`src/rtl/seq_code_pkg.sv`:
```
// Symbol constants and state encoding for the unlock-code generator.
// The pattern-detector FSM imports the same symbol constants.
package seq_code_pkg;

   localparam logic [1:0] SYM_IDLE = 2'b00;
   localparam logic [1:0] SYM_A    = 2'b10;
   localparam logic [1:0] SYM_B    = 2'b11;
   localparam logic [1:0] SYM_C    = 2'b10;
   localparam logic [1:0] SYM_D    = 2'b01;

   typedef enum logic [2:0] {
      ST_IDLE = 3'd0,
      ST_SYM0 = 3'd1,
      ST_SYM1 = 3'd2,
      ST_SYM2 = 3'd3,
      ST_SYM3 = 3'd4
   } seq_state_t;

   function automatic logic [1:0] sym_of(input seq_state_t st);
      case (st)
         ST_SYM0: return SYM_A;
         ST_SYM1: return SYM_B;
         ST_SYM2: return SYM_C;
         ST_SYM3: return SYM_D;
         default: return SYM_IDLE;
      endcase
   endfunction

endpackage

```
`src/rtl/code_sequence_generator_hold_counter.sv`:
```
// Symbol hold counter: counts up while enabled, clears on request,
// flags when the count equals the supplied terminal value.
module hold_counter #(
   parameter int CNT_W = 8
) (
   input  logic             clk,
   input  logic             reset,
   input  logic             clear,
   input  logic             enable,
   input  logic [CNT_W-1:0] terminal,
   output logic             tc
);

   logic [CNT_W-1:0] count;

   always_ff @(posedge clk or negedge reset) begin
      if (!reset) begin
         count <= '0;
      end else if (clear) begin
         count <= '0;
      end else if (enable) begin
         count <= count + 1'b1;
      end
   end

   assign tc = (count == terminal);

endmodule

```
`src/rtl/code_sequence_generator.sv`:
```
// Emits the unlock code 10 -> 11 -> 10 -> 01, each symbol held HOLD_CYCLES
// (the last one HOLD_CYCLES+TAIL_CYCLES), with a start/busy/done handshake.
module code_sequence_generator
   import seq_code_pkg::*;
#(
   parameter int HOLD_CYCLES = 3,
   parameter int TAIL_CYCLES = 2,
   parameter int CNT_W       = 8
) (
   input  logic       clk,
   input  logic       reset,
   input  logic       start,
   input  logic       abort,
   output logic [1:0] sym_out,
   output logic       busy,
   output logic       done,
   output logic [1:0] step,
   output seq_state_t state_dbg
);

   // Handshake: start is taken only in IDLE with abort low; busy stays high for
   // the whole sequence; done pulses for one cycle after a normal finish only.
   // A start seen during that done cycle begins the next sequence immediately.

   if (HOLD_CYCLES == 0 ||
       longint'(HOLD_CYCLES + TAIL_CYCLES - 1) >= (longint'(1) << CNT_W)) begin : g_param_error
      $error("code_sequence_generator: HOLD_CYCLES/TAIL_CYCLES do not fit CNT_W");
   end

   localparam logic [CNT_W-1:0] HOLD_TC = CNT_W'(HOLD_CYCLES - 1);
   localparam logic [CNT_W-1:0] LAST_TC = CNT_W'(HOLD_CYCLES + TAIL_CYCLES - 1);

   seq_state_t       state;
   seq_state_t       next_sym_state;
   logic [CNT_W-1:0] terminal;
   logic             cnt_clear;
   logic             tc;

   assign terminal       = (state == ST_SYM3) ? LAST_TC : HOLD_TC;
   assign next_sym_state = seq_state_t'(state + 3'd1);
   // The counter restarts on every state change, so it never wraps.
   assign cnt_clear      = (state == ST_IDLE) || abort || tc;
   assign state_dbg      = state;

   hold_counter #(
      .CNT_W(CNT_W)
   ) u_hold (
      .clk      (clk),
      .reset    (reset),
      .clear    (cnt_clear),
      .enable   (1'b1),
      .terminal (terminal),
      .tc       (tc)
   );

   always_ff @(posedge clk or negedge reset) begin
      if (!reset) begin
         state   <= ST_IDLE;
         sym_out <= SYM_IDLE;
         busy    <= 1'b0;
         done    <= 1'b0;
         step    <= 2'd0;
      end else begin
         done <= 1'b0;
         case (state)
            ST_IDLE: begin
               if (start && !abort) begin
                  state   <= ST_SYM0;
                  sym_out <= SYM_A;
                  busy    <= 1'b1;
                  step    <= 2'd0;
               end
            end
            default: begin
               if (abort) begin
                  state   <= ST_IDLE;
                  sym_out <= SYM_IDLE;
                  busy    <= 1'b0;
                  step    <= 2'd0;
               end else if (tc) begin
                  if (state == ST_SYM3) begin
                     state   <= ST_IDLE;
                     sym_out <= SYM_IDLE;
                     busy    <= 1'b0;
                     step    <= 2'd0;
                     done    <= 1'b1;
                  end else begin
                     state   <= next_sym_state;
                     sym_out <= sym_of(next_sym_state);
                     step    <= step + 2'd1;
                  end
               end
            end
         endcase
      end
   end

endmodule
```
`config.mk`:
```
export PLATFORM = sky130hd
export DESIGN_NAME = code_sequence_generator
export DESIGN_NICKNAME = d
export VERILOG_FILES = /design/src/rtl/seq_code_pkg.sv /design/src/rtl/code_sequence_generator_hold_counter.sv /design/src/rtl/code_sequence_generator.sv
export SDC_FILE = /design/constraint.sdc
export NUM_CORES = 1
export LEC_CHECK = 0
export BUFFER_PORTS_ARGS = -buffer_cell sky130_fd_sc_hd__buf_2
export CORE_AREA = 2 2 50 76
export DETAILED_ROUTE_END_ITERATION = 6
export DIE_AREA = 0 0 52 78
export PLACE_DENSITY = 0.47
export SLEW_MARGIN = 30
export SYNTH_ARGS = -nofsm -noshare
export SYNTH_HDL_FRONTEND = slang
export SYNTH_SLANG_ARGS = --single-unit
```
`constraint.sdc`:
```
create_clock -name clk -period 4.4 [get_ports clk]
set_clock_uncertainty 0.15 [all_clocks]
set_input_delay 0.88 -clock clk [delete_from_list [all_inputs] [get_ports clk]]
set_output_delay 0.88 -clock clk [all_outputs]
set_load 0.1 [all_outputs]
```
# Yosys cells after proc, flatten, opt, wreduce, memory -nomap -nowiden
# Cells that the tools add are included.
[classes]
eq_ne = 7
add_sub_neg = 3
n_mux = 27
reduce_logical = 10
[op_table]
columns = ["op", "count"]
rows = [
  ["$mux W2", 10],
  ["$mux W3", 6],
  ["$mux W1", 9],
  ["$add A8 B1 Y8 const B", 1],
  ["$eq A8 B3 Y1", 1],
  ["$mux W8", 1],
  ["$eq A3 B2 Y1 const B", 2],
  ["$eq A3 B3 Y1 const B", 2],
  ["$pmux W2 S3", 1],
  ["$reduce_bool A3 Y1", 2],
  ["$add A3 B1 Y3 const B", 1],
  ["$eq A3 B1 Y1 const B", 1],
  ["$logic_not A3 Y1", 1],
  ["$reduce_and A3 Y1", 1],
  ["$add A2 B1 Y2 const B", 1],
  ["$logic_or A1 B1 Y1", 2],
  ["$ne A2 B1 Y1 const B", 1],
  ["$reduce_and A2 Y1", 1],
  ["$reduce_or A2 Y1", 1],
  ["$logic_and A1 B1 Y1", 1],
  ["$logic_not A1 Y1", 1],
]
[word_totals]
regBits = 17
elab_cells = 53
output_inout_bits = 9
input_bits = 4

# Logic depth before layout (Yosys ltp)
[depth]
ltp_word = 8
depth_mapped = 8
mapped_depth_nobuf = 6

# Cells and area by module
# A second synthesis with hierarchy kept.
[hier_totals]
hier_cells = 110
hier_area_um2 = 1072.3
[by_module_without_submodules]
columns = ["module", "instances", "seq_area_each_um2", "cells_each", "area_per_inst_um2"]
rows = [
  ["code_sequence_generator", 1, 225.2, 61, 595.6],
  ["hold_counter", 1, 200.2, 49, 476.7],
]

# Least setup slack after synthesis
# Ideal clock, no wire load.
[synth_timing]
path_kind = "register -> register"
startpoint = "register state[0], in the netlist state_dbg[0]"
endpoint = "register sym_out[1]"
stages_incl_launch_ff = 8
period_less_slack_ps = 2649
required_time_ps = 4107
setup_ps = 143
slack_ps = 1751
n_path_buf = 1
t_arrival_ps = 2357
path_cell_list = "dfrtp_1 > inv_1 > ha_1 > buf_4 > and4b_1 > a21o_1 > a2111oi_2 > a211oi_1"
[synth_via]
elab_chain_cells = 8
elab_cells_between_ends = 18
classes_between = "add/sub: 1; eq/ne: 7; mux: 6; reduce/logical: 4"
[synth_rtl]
columns = ["element", "line_no", "text"]
rows = [
  ["start, declared", "code_sequence_generator.sv:33", "seq_state_t state;"],
  ["start signal, assigned", "code_sequence_generator.sv:88", "state <= next_sym_state;"],
  ["$add A3 B1 Y3", "code_sequence_generator.sv:40", "assign next_sym_state = seq_state_t'(state + 3'd1);"],
  ["$eq A3 B2 Y1 / $eq A3 B1 Y1 (equally long branches)", "seq_code_pkg.sv:20", "case (st)"],
  ["$reduce_or A2 Y1 (no source line)", "n/a", ""],
  ["$pmux W2 S3", "seq_code_pkg.sv:20", ""],
  ["$mux W2", "code_sequence_generator.sv:81", "if (state == ST_SYM3) begin"],
  ["$mux W2", "code_sequence_generator.sv:80", "end else if (tc) begin"],
  ["$mux W2", "code_sequence_generator.sv:75", "if (abort) begin"],
  ["$mux W2", "code_sequence_generator.sv:65", "case (state)"],
  ["end signal, assigned", "code_sequence_generator.sv:89", "sym_out <= sym_of(next_sym_state);"],
  ["end, declared", "code_sequence_generator.sv:14", "output logic [1:0] sym_out,"],
]
# Parallel ways exist; a longest one is shown, timed or not. The select of a mux whose other input is x is not followed.
# A chain may end at the register's enable or synchronous reset.

# Worst setup path in the final report
# Same ends and word-level chain as after synthesis.

==> key figures <==
Worst setup path
  • Worst R2R Path Depth: 6
  • Data required, critical path: 4.36 ns
  • Crit path max-delay family: simple AND/OR/NAND/NOR gates
  • CP bufs+invs: 1
  • Critical path arrival: 2.33 ns
  • Reg2Reg Setup Slack: 2.03 ns
  • CP Max Fanout: 10
  • CP max stage delay: 0.64 ns
  • Reg-to-reg startpoint: state_dbg[0]$_DFFE_PN0P_
  • Slowest cell on crit path: nor2b_1
  • Cell mode on critical path: nor2b_1
  • Worst path cell trace: inv_1 -> ha_1 -> nor2b_1 -> nor2b_1 -> nor2b_1 -> a211oi_1
  • Worst Setup End Kind: register
  • Worst setup SP type: register
  • Crit Path Class: register to register
  • Terminus of the critical flop-to-flop path: sym_out[1]$_DFFE_PN0P_

Timing
  • Worst slew pin tran: 0.720 ns
  • Final Hold Vio Count: 0
  • Minimum clock period: 2.37 ns
  • Hold_ws: 0.376 ns
  • Final Slew Violations: 0
  • Max transition margin: 51.9%
  • Peak Freq: 0.422 GHz
  • Final setup fails: 0
  • Setup_tns: 0 ns
  • Fin crit share: 53.9%
  • RSZ-0062 raised after global routing: false

Clock network
  • CTS clk-pin slew, worst paths: 0.07 ns
  • Clk root buf: clkbuf_8
  • Worst-Skew Late Latency: 0.25 ns
  • Post_cts resized: 0
  • CTS tree: yes
  • Post-CTS Hold Buffers: 0
  • CTS Sinks: 17
  • Setup bufs post-CTS: 0
  • Clock tree buffer depth: 2
  • CTS H-tree lvls: 1
  • CTS buffer count: 3

Pwr
  • Leakage: 0.490 nW
  • Maximum vdd ir drop: 0.232 mV
  • Design Power: 0.000665 W
  • Power Dens Cells: 588 mW/mm²

Final layout
  • Fillers: 347
  • Share of cells above drive strength 1: 15.6%
  • Final #Nets: 133
  • Final non-filler cell area: 0.00113 mm²
  • Most frequent cells in the layout: dfrtp_1, nor2_1, buf_2, nand3_1, nand2_1
  • Final Non-Filler Cells: 164
  • Area Overhead vs Synth: 13.9%
  • Commonest non-fill, non-tap cell in the layout: dfrtp_1
  • # diodes: 0

Synth
  • Yosys top cell by area: dfrtp_1
  • Seq/Total Area, Yosys: 42.8%
  • Synth Area in XOR/XNOR: 5.29%
  • Share of the synthesized area in the top cell type: 42.8%
  • Simple-Gate Fraction of Synth Area: 26.4%
  • #FFs+latches synth: 17
  • Post-synthesis mux area share: 1.01%
  • Post-synthesis average cell area: 9.03 µm²
  • Mapped Nets: 120
  • Unique masters post-synth: 33
  • Largest family of logic cells by synthesized area: simple AND/OR/NAND/NOR gates
  • Synth Area in Adders: 7.56%
  • Netlist Area Pre-Place: 993 µm²
  • Dominant cells by area after synthesis: dfrtp_1, ha_1, nor2_1, nand3_1, xnor2_1
  • Synth warnings: 0
  • Mapped Cells: 110
  • Compound-Gate Fraction of Synth Area: 13.0%

Die
  • Site Rows: 26
  • Core ar.: 0.00335 mm²
  • I/O pin count: 13
  • DIE AREA: 0.00406 mm²
  • Die W: 52 µm
  • Die H: 78 µm
  • Initial Util: 29.6%

Placement
  • DP Cell Count: 160
  • Hpwl dp: 1660 µm
  • IO Port Bufs: 12
  • Placed inst area: 0.00109 mm²
  • GPL Wtd Cong: 0.766

Route
  • Post-route ant nets: 0
  • Detailed Route Iter0 Violations: 15
  • DR pass1 iterations: 4
  • Drt drc: 0
  • Overall routed net length: 2190 µm
  • Per-cell routed wire length: 13.3 µm
  • Via Count: 815
  • Via/cell ratio: 4.97

GRT
  • Largest net degree at the start of global routing: 18
  • Tot GR Track Use: 12.8%
  • Number of global-route vias before repair: 842
  • Grt total ovfl: 0
  • Global-route wire length before repair: 3950 µm
  • Initial antenna violation count: 0

Hold path
  • Hold path endpoint: u_hold.count[0]$_DFF_PN0_
  • Hold wc startpoint: u_hold.count[0]$_DFF_PN0_
  • Hold Path Depth: 1
  • Hold crit path type: register to register

Status
  • Status: completed

Flow run
  • Max Cap Violations: 0
## worst max-delay path by stage
stage                                   from                     end  slack [ns]  cells past startpoint
floorplan           state_dbg[0]$_DFFE_PN0P_  sym_out[1]$_DFFE_PN0P_        1.75                      7
global placement    state_dbg[0]$_DFFE_PN0P_  sym_out[1]$_DFFE_PN0P_        2.10                      6
detailed placement  state_dbg[0]$_DFFE_PN0P_  sym_out[1]$_DFFE_PN0P_        2.05                      6
CTS                 state_dbg[0]$_DFFE_PN0P_  sym_out[1]$_DFFE_PN0P_        2.04                      6
global route        state_dbg[0]$_DFFE_PN0P_  sym_out[1]$_DFFE_PN0P_        1.75                      6
finish              state_dbg[0]$_DFFE_PN0P_  sym_out[1]$_DFFE_PN0P_        2.03                      6
## cell usage after synthesis (all sizes together)
library cell  count
a2111oi           1
a211oi            2
a21o              1
a21oi             4
and3              2
and4b             1
buf               2
clkbuf            2
dfrtp            17
ha                6
inv               5
mux2i             1
nand2             7
nand2b            1
nand3             8
nand4             1
nor2             16
nor2b             5
nor3              6
nor3b             2
nor4              1
nor4b             1
o211ai            2
o21ai             8
o311ai            1
or4               1
xnor2             4
xor2              2
## state kept, by name (all words and copies together) (netlist names)
| name | flops |
|---|---|
| u_hold.count | 8 |
| state_dbg | 3 |
| step | 2 |
| sym_out | 2 |
| busy | 1 |
| done | 1 |
## through the flow
step	setup WS [ns]	util, %
4_1_cts	2.04	33.8
2_1_floorplan	1.75	-
5_1_grt	1.75	33.8
3_5_place_dp	2.05	32.4
3_3_place_gp	2.10	32.4
6_report	2.03	33.8
## per-layer routing
metal  vias up  track usage (%)  routed length [µm]
met5         -                0                   0
met4         0             5.79                  44
met3         5             2.50                  51
met2        12             21.5                1180
met1       390             15.2                 912
li1        408                -                   -
## cell type report
type | instances | area [µm²] | area share (%)
Multi-Input combinational cell | 84 | 529 | 46.8
Timing Repair Buffer | 12 | 60.1 | 5.31
Sequential cell | 17 | 425 | 37.6
Tap cell | 42 | 52.6 | 4.65
Inverter | 5 | 18.8 | 1.66
Clock buffer | 4 | 45.0 | 3.98
## report_power, final
| part | total, W | switching, W | leakage (nW) | internal, W |
|---|---|---|---|---|
| combinational | 0.000339 | 0.000265 | 0.237 | 0.0000745 |
| sequential | 0.000210 | 0.0000283 | 0.230 | 0.000181 |
| clock | 0.000116 | 0.0000521 | 0.0228 | 0.0000642 |
| total | 0.000665 | 0.000345 | 0.490 | 0.000320 |
## logic make-up after synthesis
| family | Yosys count |
|---|---|
| buffers and inverters | 9 |
| and+or+nand+nor | 52 |
| xor gates and xnor gates | 6 |
| muxes | 1 |
| adders and majority gates | 6 |
| AOI/OAI and AO/OA | 19 |
| DFF | 17 |
Power figures use the tool's default switching activity.
